**src/rtl/rs_pkg.sv**
```systemverilog
`default_nettype none
// ============================================================================
//  Module      : rs_pkg
//  Description : Shared constants, state encoding and GF(8) index-domain
//                arithmetic for the RS(7,3) encoder (primitive x^3+x+1).
//                Index encoding: 0 = zero, k in 1..7 = alpha^(k-1).
//  Revision    : 1.0 - initial release
// ============================================================================
package rs_pkg;

    localparam int SYM_W = 3;
    localparam int N_SYM = 7;
    localparam int K_SYM = 3;
    localparam int MSG_W = K_SYM * SYM_W;
    localparam int CW_W  = N_SYM * SYM_W;

    typedef logic [SYM_W-1:0] sym_t;

    // g(x) = x^4 + a^3 x^3 + x^2 + a x + a^3, index form
    localparam sym_t G3 = 3'd4;
    localparam sym_t G2 = 3'd1;
    localparam sym_t G1 = 3'd2;
    localparam sym_t G0 = 3'd4;

    // Controller states
    typedef logic [1:0] state_t;
    localparam state_t S_IDLE  = 2'd0;
    localparam state_t S_SHIFT = 2'd1;
    localparam state_t S_DONE  = 2'd2;

    // Index -> polynomial-basis bit pattern
    function automatic sym_t idx_to_poly(input sym_t a);
        sym_t p;
        case (a)
            3'd0:    p = 3'b000;
            3'd1:    p = 3'b100;
            3'd2:    p = 3'b010;
            3'd3:    p = 3'b001;
            3'd4:    p = 3'b110;
            3'd5:    p = 3'b011;
            3'd6:    p = 3'b111;
            default: p = 3'b101;
        endcase
        return p;
    endfunction

    // Polynomial-basis bit pattern -> index
    function automatic sym_t poly_to_idx(input sym_t p);
        sym_t a;
        case (p)
            3'b000:  a = 3'd0;
            3'b100:  a = 3'd1;
            3'b010:  a = 3'd2;
            3'b001:  a = 3'd3;
            3'b110:  a = 3'd4;
            3'b011:  a = 3'd5;
            3'b111:  a = 3'd6;
            default: a = 3'd7;
        endcase
        return a;
    endfunction

    // Field addition: XOR in the polynomial basis
    function automatic sym_t gf_add(input sym_t a, input sym_t b);
        return poly_to_idx(idx_to_poly(a) ^ idx_to_poly(b));
    endfunction

    // Field multiplication: add exponents mod 7; a zero operand forces zero
    function automatic sym_t gf_mul(input sym_t a, input sym_t b);
        logic [3:0] s;
        sym_t       r;
        s = {1'b0, a} + {1'b0, b} - 4'd2;
        if (s >= 4'd7) begin
            s = s - 4'd7;
        end
        r = s[2:0] + 3'd1;
        if (a == 3'd0 || b == 3'd0) begin
            r = 3'd0;
        end
        return r;
    endfunction

endpackage
`default_nettype wire

```
**src/rtl/rs_lfsr_step.sv**
```systemverilog
`default_nettype none
// ============================================================================
//  Module      : rs_lfsr_step
//  Description : One combinational step of the RS(7,3) parity LFSR. Given the
//                feedback symbol and the current parity registers, produces
//                the next parity register contents.
//  Revision    : 1.0 - initial release
// ============================================================================
module rs_lfsr_step
    import rs_pkg::*;
(
    input  logic [SYM_W-1:0] i_fb,
    input  logic [SYM_W-1:0] i_r3,
    input  logic [SYM_W-1:0] i_r2,
    input  logic [SYM_W-1:0] i_r1,
    input  logic [SYM_W-1:0] i_r0,
    output logic [SYM_W-1:0] o_r3,
    output logic [SYM_W-1:0] o_r2,
    output logic [SYM_W-1:0] o_r1,
    output logic [SYM_W-1:0] o_r0
);

    // Shift toward r3, folding the generator-weighted feedback into each tap
    always_comb begin
        o_r3 = gf_add(i_r2, gf_mul(G3, i_fb));
        o_r2 = gf_add(i_r1, gf_mul(G2, i_fb));
        o_r1 = gf_add(i_r0, gf_mul(G1, i_fb));
        o_r0 = gf_mul(G0, i_fb);
    end

endmodule
`default_nettype wire

```
**src/rtl/rs_encoder.sv**
```systemverilog
`default_nettype none
// ============================================================================
//  Module      : rs_encoder
//  Description : Systematic RS(7,3) encoder over GF(8). Accepts a 3-symbol
//                message, runs it through a serial parity LFSR (m2 first,
//                one symbol per cycle) and presents {m2,m1,m0,p3..p0} with a
//                valid/ready handshake. One codeword in flight at a time.
//  Revision    : 1.0 - initial release
// ============================================================================
module rs_encoder
    import rs_pkg::*;
(
    input  logic            clk,
    input  logic            reset,
    input  logic            in_valid,
    output logic            in_ready,
    input  logic [MSG_W-1:0] in_msg,
    output logic            out_valid,
    input  logic            out_ready,
    output logic [CW_W-1:0] out_codeword
);

    state_t            r_state;
    logic [MSG_W-1:0]  r_msg;
    logic [1:0]        r_count;
    sym_t              r_r3, r_r2, r_r1, r_r0;
    logic [CW_W-1:0]   r_codeword;

    sym_t              w_sym;
    sym_t              w_fb;
    sym_t              w_r3_nxt, w_r2_nxt, w_r1_nxt, w_r0_nxt;

    // Select the message symbol for this step, highest degree first
    always_comb begin
        case (r_count)
            2'd0:    w_sym = r_msg[8:6];
            2'd1:    w_sym = r_msg[5:3];
            default: w_sym = r_msg[2:0];
        endcase
        w_fb = gf_add(w_sym, r_r3);
    end

    rs_lfsr_step u_lfsr_step (
        .i_fb (w_fb),
        .i_r3 (r_r3),
        .i_r2 (r_r2),
        .i_r1 (r_r1),
        .i_r0 (r_r0),
        .o_r3 (w_r3_nxt),
        .o_r2 (w_r2_nxt),
        .o_r1 (w_r1_nxt),
        .o_r0 (w_r0_nxt)
    );

    // Controller, LFSR registers and output codeword register
    always_ff @(posedge clk or negedge reset) begin
        if (!reset) begin
            r_state    <= S_IDLE;
            r_msg      <= '0;
            r_count    <= 2'd0;
            r_r3       <= '0;
            r_r2       <= '0;
            r_r1       <= '0;
            r_r0       <= '0;
            r_codeword <= '0;
        end else begin
            case (r_state)
                S_IDLE: begin
                    if (in_valid) begin
                        r_msg   <= in_msg;
                        r_r3    <= '0;
                        r_r2    <= '0;
                        r_r1    <= '0;
                        r_r0    <= '0;
                        r_count <= 2'd0;
                        r_state <= S_SHIFT;
                    end
                end
                S_SHIFT: begin
                    r_r3 <= w_r3_nxt;
                    r_r2 <= w_r2_nxt;
                    r_r1 <= w_r1_nxt;
                    r_r0 <= w_r0_nxt;
                    if (r_count == 2'd2) begin
                        // Last message symbol: capture the finished codeword
                        r_count    <= 2'd0;
                        r_codeword <= {r_msg, w_r3_nxt, w_r2_nxt, w_r1_nxt, w_r0_nxt};
                        r_state    <= S_DONE;
                    end else begin
                        r_count <= r_count + 2'd1;
                    end
                end
                S_DONE: begin
                    if (out_ready) begin
                        r_state <= S_IDLE;
                    end
                end
                default: begin
                    r_state <= S_IDLE;
                end
            endcase
        end
    end

    // Handshake outputs decode directly from state so reset clears them at once
    always_comb begin
        in_ready     = (r_state == S_IDLE);
        out_valid    = (r_state == S_DONE);
        out_codeword = r_codeword;
    end

endmodule
`default_nettype wire
```
**config.mk**
```make
export PLATFORM = sky130hd
export DESIGN_NAME = rs_encoder
export DESIGN_NICKNAME = d
export VERILOG_FILES = /design/src/rtl/rs_pkg.sv /design/src/rtl/rs_lfsr_step.sv /design/src/rtl/rs_encoder.sv
export SDC_FILE = /design/constraint.sdc
export NUM_CORES = 1
export LEC_CHECK = 0
export ABC_CLOCK_PERIOD_IN_PS = 5400
export CELL_PAD_IN_SITES_DETAIL_PLACEMENT = 1
export CELL_PAD_IN_SITES_GLOBAL_PLACEMENT = 1
export CORE_MARGIN = 4
export CORE_UTILIZATION = 44
export CTS_CLUSTER_DIAMETER = 100
export DETAILED_ROUTE_END_ITERATION = 7
export DONT_BUFFER_PORTS = 1
export PLACE_DENSITY_LB_ADDON = 0.1
export SLEW_MARGIN = 30
export SYNTH_ARGS = -nofsm -noshare
export SYNTH_HDL_FRONTEND = slang
export SYNTH_SLANG_ARGS = --single-unit
```
**constraint.sdc**
```tcl
create_clock -name clk -period 5.4 [get_ports clk]
set_input_delay 1.08 -clock clk [delete_from_list [all_inputs] [get_ports clk]]
set_output_delay 1.08 -clock clk [all_outputs]
set_load 0.01 [all_outputs]
```
---- Word level (Yosys, flattened, before mapping) ----
Index checks and enable logic that the tools add are counted.
storage, ports and cells
  register bits ........................... 46
  word-level logic and storage cells ...... 158
cells by class
  bitwise gates (word level) .............. 4
  reduce and logical (&&, ||, !) cells .... 20
  order comparisons ....................... 3
  add/subtract/negate cells ............... 13
  equal/unequal tests ..................... 79
  multiplexer cells ....................... 31
operators by type and width
  operator             number
  $pmux 3 s7           12
  $eq 3x3->1 const B   36
  $eq 3x2->1 const B   24
  $logic_not 3->1      13
  $eq 3x1->1 const B   12
  $pmux 3 s2           5
  $mux 3               7
  $ge 4x3->1 const B   3
  $sub 4x2->4 const B  3
  $xor 3x3->3          4
  $mux 2               5
  $add 3x1->3 const B  3
  $sub 3x3->3 const B  3
  $pmux 2 s3           1
  $reduce_and 2->1     3
  $add 1x3->4 const A  1
  $add 2x3->4 const A  1
  $add 3x3->4 const A  1
  $eq 2x1->1 const B   2
  $eq 2x2->1 const B   2
  $logic_not 2->1      2
  $ne 2x2->1 const B   2
  $pmux 2 s2           1
  $reduce_and 3->1     1
  3 further kinds      3

---- Logic depth before layout (Yosys ltp) ----
Gate-level depths: netlist of run 1.
  word-level depth ........................ 19
  gate-level depth with buffers ........... 25
  depth with buffers taken out ............ 23

---- Modules after synthesis ----
Synthesis of run 1 repeated with hierarchy kept, for this count alone.
second synthesis, totals
  cells, all modules ...................... 379
  area, all modules ....................... 3,540.9 µm²
modules (own cells, without submodules)
  module        cells an instance  times used  area each (µm²)  sequential area each (µm²)
  rs_encoder    202                1           2,381.0          1,151.1
  rs_lfsr_step  177                1           1,159.9          0.0

---- Worst setup path before layout of run 1 ----
No wires, ideal clock.
  path type ............................... register to register
  start point ............................. register r_count[1]
  end point ............................... register r_codeword[8] (netlist: out_codeword[8])
  stages on the path, launching flop included .. 25
  path buffers ............................ 2
  arrival time ............................ 5.115 ns
  path slack .............................. 0.210 ns
  period minus slack after synthesis ...... 5.190 ns
  library setup time ...................... 0.075 ns
  data required time ...................... 5.325 ns
  cells stage by stage .................... dfrtp_1 -> buf_4 -> inv_2 -> mux2i_1 -> maj3_1 -> xor2_1 -> clkbuf_1 -> ha_1 -> nor2_1 -> nor3_1 -> mux2i_1 -> and3_1 -> a21o_1 -> ha_1 -> a21oi_1 -> nor2_1 -> xnor2_1 -> ha_1 -> xor2_1 -> nor2_1 -> o32ai_1 -> o32a_2 -> xnor2_2 -> maj3_2 -> o21ai_2
on the way
  word-level cells in the longest chain between the ends .. 18
  elaborated cells on any way between the ends .. 47
  those cells by class .................... add/sub (4); order compare (1); eq/ne (26); mux (7); bitwise (2); reduce/logical (7)
RTL lines
  item                                                  RTL line          text
  start: declaration                                    rs_encoder.sv:25  logic [1:0] r_count;
  start signal: assignment                              rs_encoder.sv:90  r_count <= r_count + 2'd1;
  $eq 2x1->1 / $logic_not 2->1 (equally long branches)  rs_encoder.sv:35  case (r_count)
  $pmux 3 s2                                            rs_encoder.sv:35
  $eq 3x3->1, or another cell as far along              rs_pkg.sv:34      case (a)
  $pmux 3 s7                                            rs_pkg.sv:34
  $xor 3x3->3                                           rs_pkg.sv:65      return poly_to_idx(idx_to_poly(a) ^ idx_to_poly(b));
  $eq 3x3->1, or another cell as far along              rs_pkg.sv:50      case (p)
  $pmux 3 s7                                            rs_pkg.sv:50
  $add 1x3->4                                           rs_pkg.sv:72      s = {1'b0, a} + {1'b0, b} - 4'd2;
  [... 2 more ...]                                      --
  $mux 3                                                rs_pkg.sv:73      if (s >= 4'd7) begin
  $add 3x1->3                                           rs_pkg.sv:76      r = s[2:0] + 3'd1;
  $mux 3                                                rs_pkg.sv:77      if (a == 3'd0 || b == 3'd0) begin
  $eq 3x3->1, or another cell as far along              rs_pkg.sv:34
  $pmux 3 s7                                            rs_pkg.sv:34
  $xor 3x3->3                                           rs_pkg.sv:65
  $eq 3x3->1, or another cell as far along              rs_pkg.sv:50
  $pmux 3 s7                                            rs_pkg.sv:50
  end signal: assignment                                rs_encoder.sv:87  r_codeword <= {r_msg, w_r3_nxt, w_r2_nxt, w_r1_nxt, w_r0_nxt};
  end: declaration                                      rs_encoder.sv:27  logic [CW_W-1:0] r_codeword;
Parallel ways exist; a longest one is shown, timed or not.
A chain may end at the register's enable or synchronous reset.

---- Final worst setup path of run 1 ----
  start point ............................. register r_count[0]
  end point ............................... register r_codeword[8] (netlist: out_codeword[8])
The elaborated chain is that of the path after synthesis.

==> results.yml, run 1 <==
logic_synthesis:
  synthDominantAreaCellType: "dfrtp_1"
  adder_cell_share_of_the_synthesized_area: 0.04775
  ys.flop_type: "dfrtp_1"
  xor_and_xnor_fraction_of_the_mapped_netlist_area: 0.03732
  post_synth_edffs: 0
  ys_top_cells_by_area: "dfrtp_1 (29%), nand2_1 (6.2%), nand3_1 (3.9%)"
  synth_top_family_by_area: "simple AND/OR/NAND/NOR gates"
  postSynthCellCount: 486
  post-synth-top-area-fraction: 0.2910
  synth_sequential_area_ratio: 0.2910
  synth.net_count: 511
  post_synth_and_or_nand_nor_area_fraction: 0.2489
  synth.lib_cells_used.distinct: 79
  synth-compound-area-share: 0.2388
  async_reset_ff_frac: 1.000
  mappedNetlistArea_mm2: 0.003956
  synth-seq-cells: 46
  total_of_warnings_raised_by_yosys: 0
  synth.mux.area_fraction: 0.08128
  synth_area_per_cell_um2: 8.141
finish:
  final_cell_mix: "nand2_1 (63), dfrtp_1 (44), nand3_1 (31)"
  layout-drive-gt1-share: 0.1843
  finalNetCount: 507
  area.growth.synth_to_final_pct: 8.381
  multi_input_area_mm2: 0.002664
  antennaDiodeCount: 0
  layout_commonest_cell: "nand2_1"
  number_of_fill_cells: 1067
  seq_area_mm2: 0.001154
drt:
  route.detailed.wl_per_inst_um: 20.81
  dr_total_vias: 3754
  postRouteWirelength_um: 12300
  routed_via_density: 6.352
  initialDrtViolationCount: 194
  drtPass1Iterations: 4
  remaining_drc_errors: 0
  final_antenna_net_count: 0
clock_network:
  post_cts_hold_fix_bufs: 0
  cts_root_buffer: "clkbuf_8"
  cts_max_path_buffers: 2
  clkTransAtPathRegs_ns: 0.10
  cts.sink_count: 46
  insertion_delay_ns: 0.31
  h-tree-depth: 2
  cts_inserted_buffers: 5
  tritoncts: "built"
timing:
  setup_total_negative_slack_ns: 0
  timing.clock.skew_ns: 0.01215
  actual_transition_at_the_worst_max_transition_pin_ns: 0.7605
  fmax_mhz: 195.8
  finalHoldViolCount: 0
  drv_slew: 0
  final_report_setup_violation_count: 0
  fin_worst_hold_slack_ns: 0.4542
  post-route-period-util: 0.9459
  slew-limit-headroom: 0.4914
  final_period_minus_worst_setup_slack_ns: 5.108
grt:
  grt_util_all_layers: 0.2445
  vias_in_the_first_global_route: 3818
  overflow: 0
  maximum_number_of_pins_on_one_net_before_global_route_repair: 47
  global_route_wire_length_before_repair_um: 20330
  antenna_violations_before_repair: 0
setup_path:
  worst-endpoint-arrival_ns: 5.34
  setup.worst_path.start_class: "register"
  critical_path_peak_fanout: 15
  end_kind: "register"
  worst-setup-path-type: "reg -> reg"
  critical_path_required_ns: 5.63
floorplanning:
  number_of_primary_i_o_pins: 36
  design.core.area_mm2: 0.008721
  row_count: 34
  die-width_um: 102.8
  floorplan.die_area_mm2: 0.01057
  dieHeight_um: 102.8
  start_util: 0.4537
placed_design:
  port_buffers: 0
  detailed_place_hpwl_um: 8980
  place_congestion: 0.9183
hold_path:
  min_path_type: "in -> async"
flow_run:
  max-cap-violations: 0
status:
  status: "complete, no violations"
[state kept, by name, indices dropped and copies added, names as in the netlist]
name	count
out_codeword	21
r_count	2
r_r3	3
r_msg	9
r_r2	3
r_state	2
r_r0	3
r_r1	3
[synthesized netlist by cell type (all sizes together), types with 4 or more instances]
cell      n
dfrtp    46
o2111ai   5
nand2    65
xnor2    11
a31oi     4
a21oi    19
inv      14
nor4      8
buf       8
o21ai    34
ha       11
or3       8
mux2i    13
nand3    31
o311ai    4
a21o      4
o31ai     8
nor3     21
nor2b     9
a311oi    4
xor2      5
mux2     14
or2       5
nor2     29
o211ai    8
nand2b    8
clkbuf   27
a211oi    6
[final cells by class]
type,count,area share
clock buffer,5,0.01605
clock inverter,3,0.004377
inverter,17,0.01488
multi-input combinational,388,0.6212
sequential,46,0.2690
tap,108,0.03151
timing repair buffer,24,0.04289
[critical path, cell delays in order, from the launching register on]
cell and delay [ns]:
dfrtp_2 0.49, mux2i_1 0.17, a21o_1 0.24, maj3_1 0.39, xor2_2 0.18, buf_6 0.17, ha_1 0.21, nor2_2 0.14
nor3_1 0.06, mux2i_1 0.26, and3_1 0.24, a21o_1 0.17, ha_2 0.25, a21oi_2 0.08, nor2_1 0.11, xnor2_1 0.14
ha_2 0.24, xnor2_1 0.12, or3_1 0.12, o32ai_1 0.09, o32a_2 0.47, xnor2_4 0.19, maj3_2 0.36, o21ai_2 0.14
[cell families (layout without fill, tap and decap cells)]
family                     after synthesis  after routing
DFF                                     46             46
buffers and inverters                   52             49
adders and majority gates               15             15
and+or+nand+nor                        199            199
xor gates and xnor gates                16             16
muxes                                   28             28
AOI/OAI and AO/OA                      130            130
[metal layers]
metal  GRT usage  wire length [um]  share of wire
met4     0.04582               181          0.015
met1      0.3604              5744           0.47
met2      0.3823              5659           0.46
met5           0                 0              0
met3     0.03992               715          0.058
[per-stage QoR]
step	util	area (um^2)	std cells	setup slack, ns
global placement	0.4719	4115	582	0.2959
floorplan	-	3956	486	0.2102
CTS	0.4831	4213	590	0.05333
global route	0.4917	4288	591	-0.02528
finish	0.4917	4288	591	0.2922
detailed placement	0.4729	4124	582	0.01899
[path summary, 6_finish.rpt]
check,from,endpoint,slack (ns),cells after the start
setup / recovery,r_count[0],out_codeword[8],0.29,23
setup reg to reg,r_count[0],out_codeword[8],0.29,23
hold reg to reg,out_codeword[0],out_codeword[0],0.55,2
min in group clk,out_codeword[0],out_codeword[0],0.55,2
max in group asynchronous,reset,r_count[1],4.83,0
hold / removal,reset,r_msg[3],0.45,0
[timing repair]
action	in CTS	in global routing
endpoints found under the setup margin	2	7
pin swaps	0	1
buffers inserted	0	1
resized for setup	1	16
Power of run 1 is left out: the tool's default activity adds up to more than one toggle a clock period on the data nets, which glitch-free logic cannot reach.
==> inputs of run 2 (changes only) <==
Settings changed: CORE_MARGIN 4 to 3, CORE_UTILIZATION 44 to 40, DONT_BUFFER_PORTS 1 to not set.
==> run 2 against run 1 <==
  * Non-clock buffer count up 33
  * First-iteration DRC count down 1.0%
  * Global-route usage down 2.5 points
  * Register-to-register slack worse by 0.03 ns
  * Via count up 2.7%
  * Critical endpoint unchanged
  * Largest cell class unchanged
==> results.yml, run 2 (same netlist as run 1, synthesis figures left out) <==
drt:
  highest_layer: "met4"
  met3_length_um: 461
  dr_total_vias: 3854
  route.detailed.wl_per_inst_um: 18.76
  remaining_drc_errors: 0
  routed_via_density: 5.975
  final_antenna_net_count: 0
  initialDrtViolationCount: 192
  wl_met2_um: 5494
  postRouteWirelength_um: 12100
  drtPass1Iterations: 4
  total_routed_wire_length_on_the_met1_layer_um: 6017
floorplanning:
  number_of_primary_i_o_pins: 36
  die-width_um: 105.5
  row_count: 35
  design.core.area_mm2: 0.009415
  start_util: 0.4202
  floorplan.die_area_mm2: 0.01112
  dieHeight_um: 105.5
grt:
  antenna_violations_before_repair: 0
  vias_in_the_first_global_route: 3862
  global_route_wire_length_before_repair_um: 19980
  overflow: 0
  grt_util_all_layers: 0.2193
  maximum_number_of_pins_on_one_net_before_global_route_repair: 47
setup_path:
  worst-r2r-cell-count: 23
  setup.worst_path.start_class: "register"
  critical_path.slowest_cell: "dfrtp_2"
  worst-setup-path-type: "reg -> reg"
  critical_path.cell_chain: "nor2b_2, a21o_1, maj3_1, xor2_2, inv_1, ha_1, nor2_1, nor3_1, mux2i_1, and3_1, a21o_1, ha_2, a21oi_1, nor2_1, xnor2_1, ha_1, xnor2_1, or3_1, o32ai_1, o32a_2, xnor2_4, maj3_2, o21ai_2"
  regToRegSetupSlack_ns: 0.27
  worst-endpoint-arrival_ns: 5.35
  critical-path-max-stage-delay_ns: 0.52
  critical_path_required_ns: 5.62
  setup.worst_path.start: "r_count[1]"
  crit-reg2reg-capture: "out_codeword[8]"
  end_kind: "register"
  r2r_start: "r_count[1]"
  critical_path_peak_fanout: 14
  end_point_of_the_critical_path: "out_codeword[8]"
finish:
  multi_input_area_mm2: 0.002644
  postLayoutCoreUtil: 0.4917
  number_of_fill_cells: 1157
  area.growth.synth_to_final_pct: 17.01
  instances_no_fill: 645
  final_cell_mix: "nand2_1 (64), dfrtp_1 (44), clkdlybuf4s50_1 (34)"
  antennaDiodeCount: 0
  layout-drive-gt1-share: 0.1589
  final_design_area_no_fill_mm2: 0.004629
  layout_commonest_cell: "nand2_1"
  finalNetCount: 540
  largest_register_ffs: 21
  seq_area_mm2: 0.001154
timing:
  drv_slew: 0
  final_period_minus_worst_setup_slack_ns: 5.135
  finalHoldViolCount: 0
  timing.clock.skew_ns: 0.007603
  post-route-period-util: 0.9509
  final_report_setup_violation_count: 0
  fmax_mhz: 194.8
  slew-limit-headroom: 0.5233
  actual_transition_at_the_worst_max_transition_pin_ns: 0.7142
clock_network:
  insertion_delay_ns: 0.29
  post_cts_hold_fix_bufs: 0
  cts_max_path_buffers: 2
  h-tree-depth: 2
  tritoncts: "built"
  clkTransAtPathRegs_ns: 0.09
  cts_inserted_buffers: 5
  cts.sink_count: 46
  cts_root_buffer: "clkbuf_8"
placed_design:
  detailed_place_hpwl_um: 8952
  port_buffers: 35
  place_congestion: 0.8574
  post_dp_cell_area_mm2: 0.004481
  dp_cells: 636
hold_path:
  min_path_type: "reg -> reg"
status:
  status: "complete, no violations"
flow_run:
  max-cap-violations: 0
## run 2: worst min-delay path by stage
stage,from,to,slack [ns],cells past startpoint
after CTS,out_codeword[17],out_codeword[17],0.49,2
after global routing,out_codeword[13],out_codeword[13],0.52,2
after floorplan,r_msg[0],out_codeword[12],0.48,2
after global placement,out_codeword[13],out_codeword[13],0.46,2
after detailed placement,out_codeword[12],out_codeword[12],0.47,2
final,out_codeword[17],out_codeword[17],0.49,2
## run 2: timing repair
item | CTS | global route
setup buffers | 0 | 1
resized for setup | 1 | 11
pin swaps | 0 | 0
setup endpoints to repair | 4 | 7
## run 2: per-layer routing
| layer | global-route usage | up-vias |
|---|---|---|
| met5 | 0 | - |
| met4 | 0.04873 | 0 |
| met3 | 0.02143 | 9 |
| met2 | 0.3474 | 70 |
| met1 | 0.3231 | 1925 |
| li1 | - | 1850 |
## run 2: stage by stage
| stage | hold WS [ns] | setup slack, ns | TNS [ns] |
|---|---|---|---|
| 6_report | 0.4859 | 0.2653 | 0 |
| 5_1_grt | 0.5163 | -0.02104 | -0.03567 |
| 4_1_cts | 0.4889 | 0.004902 | 0 |
| 3_5_place_dp | 0.4665 | -0.06773 | -0.1259 |
| 3_3_place_gp | 0.4562 | 0.3266 | 0 |
| 2_1_floorplan | 0.4843 | 0.2102 | 0 |
## run 2: worst max-delay path: cells and delay by family, from the launching register on
kind            cells  cell delay (ns)
buf+inv             1             0.11
flops               1             0.52
compound gates      6             1.11
xor+xnor            4             0.66
mux                 1             0.20
simple gates        6             0.95
fa+ha+maj           5             1.46
## run 2: final cells by class
type                       count  share of cell area
clock buffer                   7             0.01865
clock inverter                 1            0.001081
inverter                      17             0.01432
multi-input combinational    388              0.5711
sequential                    46              0.2492
tap                          129             0.03486
timing repair buffer          57              0.1108
Power of run 2 is left out for the same reason.
==> RTL edit (flow settings as in run 1) <==
Make the reset (`reset`) synchronous in one clocked block.
--- a/src/rtl/rs_encoder.sv
+++ b/src/rtl/rs_encoder.sv
@@ -53,7 +53,7 @@
     );
 
     // Controller, LFSR registers and output codeword register
-    always_ff @(posedge clk or negedge reset) begin
+    always_ff @(posedge clk) begin
         if (!reset) begin
             r_state    <= S_IDLE;
             r_msg      <= '0;
Function: differs if reset is asserted again (counterexample within 4 cycles, from zero or initial values and one cycle with reset low); with reset held inactive, the same outputs for 4 cycles.
==> RTL edit against run 1 <==
- global-route usage decreased by 1.8 points
- non-clock buffer count decreased by 13
- sequential cell count unchanged
- via count decreased by 6.5%
- area after synthesis decreased by 10%
- routed wire length decreased by 12%
- critical path depth unchanged
- design area decreased by 13%
- clock skew decreased by 0.0067 ns
- worst setup slack improved by 0.066 ns
- highest routed layer unchanged
==> RTL edit: results (changes against run 1) <==
gpl congestion = 0.906 (was 0.918)
Layout fillers = 1,001 (was 1,067)
status = complete, no violations (unchanged)
crit-path leading delay family = compound AO/OA/AOI/OAI gates (was adder cells)
Post-CTS Setup Inserts = 0 (unchanged)
worst-path maximum fanout = 12 (was 15)
Worst Skew = 0.00549 ns (was 0.0121 ns)
top cells by count, synth = 85 x nand2_1, 47 x a21oi_1, 46 x dfxtp_1, 31 x nor2_1, 30 x o21ai_0 (was 65 x nand2_1, 46 x dfrtp_1, 31 x nand3_1, 30 x o21ai_0, 29 x nor2_1)
sequential share of the synthesized area = 26.0% (was 29.1%)
largest stage delay on the critical path = 0.44 ns (was 0.49 ns)
Layout Cells excl Fill = 570 (was 591)
ant diodes = 0 (unchanged)
slew margin rel. = 41.5% (was 49.1%)
mean post-synth cell area = 7.41 sq um (was 8.14 sq um)
dominant cells by area after synthesis = dfxtp_1 26%, nand2_1 9.0%, a21oi_1 6.6% (was dfrtp_1 29%, nand2_1 6.2%, nand3_1 3.9%)
layout cells sized above 1 = 12.6% (was 18.4%)
fraction of area in multi-input gates = 65.2% (was 62.1%)
Logic inverters = 20 (was 17)
hold slack final = 0.495 ns (was 0.454 ns)
hold crit path type = register to register (was input port to async pin)
Post-Place Worst Slack = 0.0202 ns (was 0.0190 ns)
bufs w/o clock = 11 (was 24)
post-DP HPWL = 8.01 mm (was 8.98 mm)
Crit path arrival time = 5.25 ns (was 5.34 ns)
final core utilization = 48.1% (was 49.2%)
via-per-instance ratio = 6.16 (was 6.35)
clk tree area frac = 2.41% (was 2.04%)
NonClk Buf Share = 2.21% (was 4.29%)
reg2reg start = r_count[0]$_SDFFE_PN0P_ (was r_count[0]$_DFFE_PN0P_)
syn_nets = 503 (was 511)
Worst R2R Path Depth = 23 (unchanged)
first-pass GRT wire length = 18.0 mm (was 20.3 mm)
CP max stage cell = dfxtp_4 (was dfrtp_2)
PnR worst setup slack = 0.358 ns (was 0.292 ns)
fraction of registers with async set/reset = 0% (was 100%)
Placed Instances = 562 (was 582)
Power, Total = 2.81 mW
[RTL edit: cell types whose count changed after synthesis, sizes merged, moves of 10 or more]
cell          run 1  this run
nor3             21        11
a21oi            19        49
nand2            65        85
nand3            31        17
o21ai            34        44
mux2i            13         3
dfrtp            46         0
mux2             14         3
dfxtp             0        46
[RTL edit: per-layer routing]
layer / routed length (um) / up-vias / track usage, %
met5: 0 / - / 0
met1: 5050 / 1743 / 31.2
met4: 113 / 0 / 3.41
li1: - / 1690 / -
met3: 579 / 10 / 4.95
met2: 5030 / 68 / 37.1
[RTL edit: kinds of logic after synthesis]
group / after synthesis / synth area share (%)
and+or+nand+nor: 179 / 22.8
AOI/OAI and AO/OA: 166 / 31.7
buffers and inverters: 49 / 5.83
DFF: 46 / 26.0
xor gates and xnor gates: 15 / 4.35
adders and majority gates: 15 / 5.34
muxes: 8 / 3.99
[RTL edit: timing repair]
item,4_1_cts,5_1_grt
pin swaps,0,0
setup endpoints to repair,1,6
resized for setup,1,6
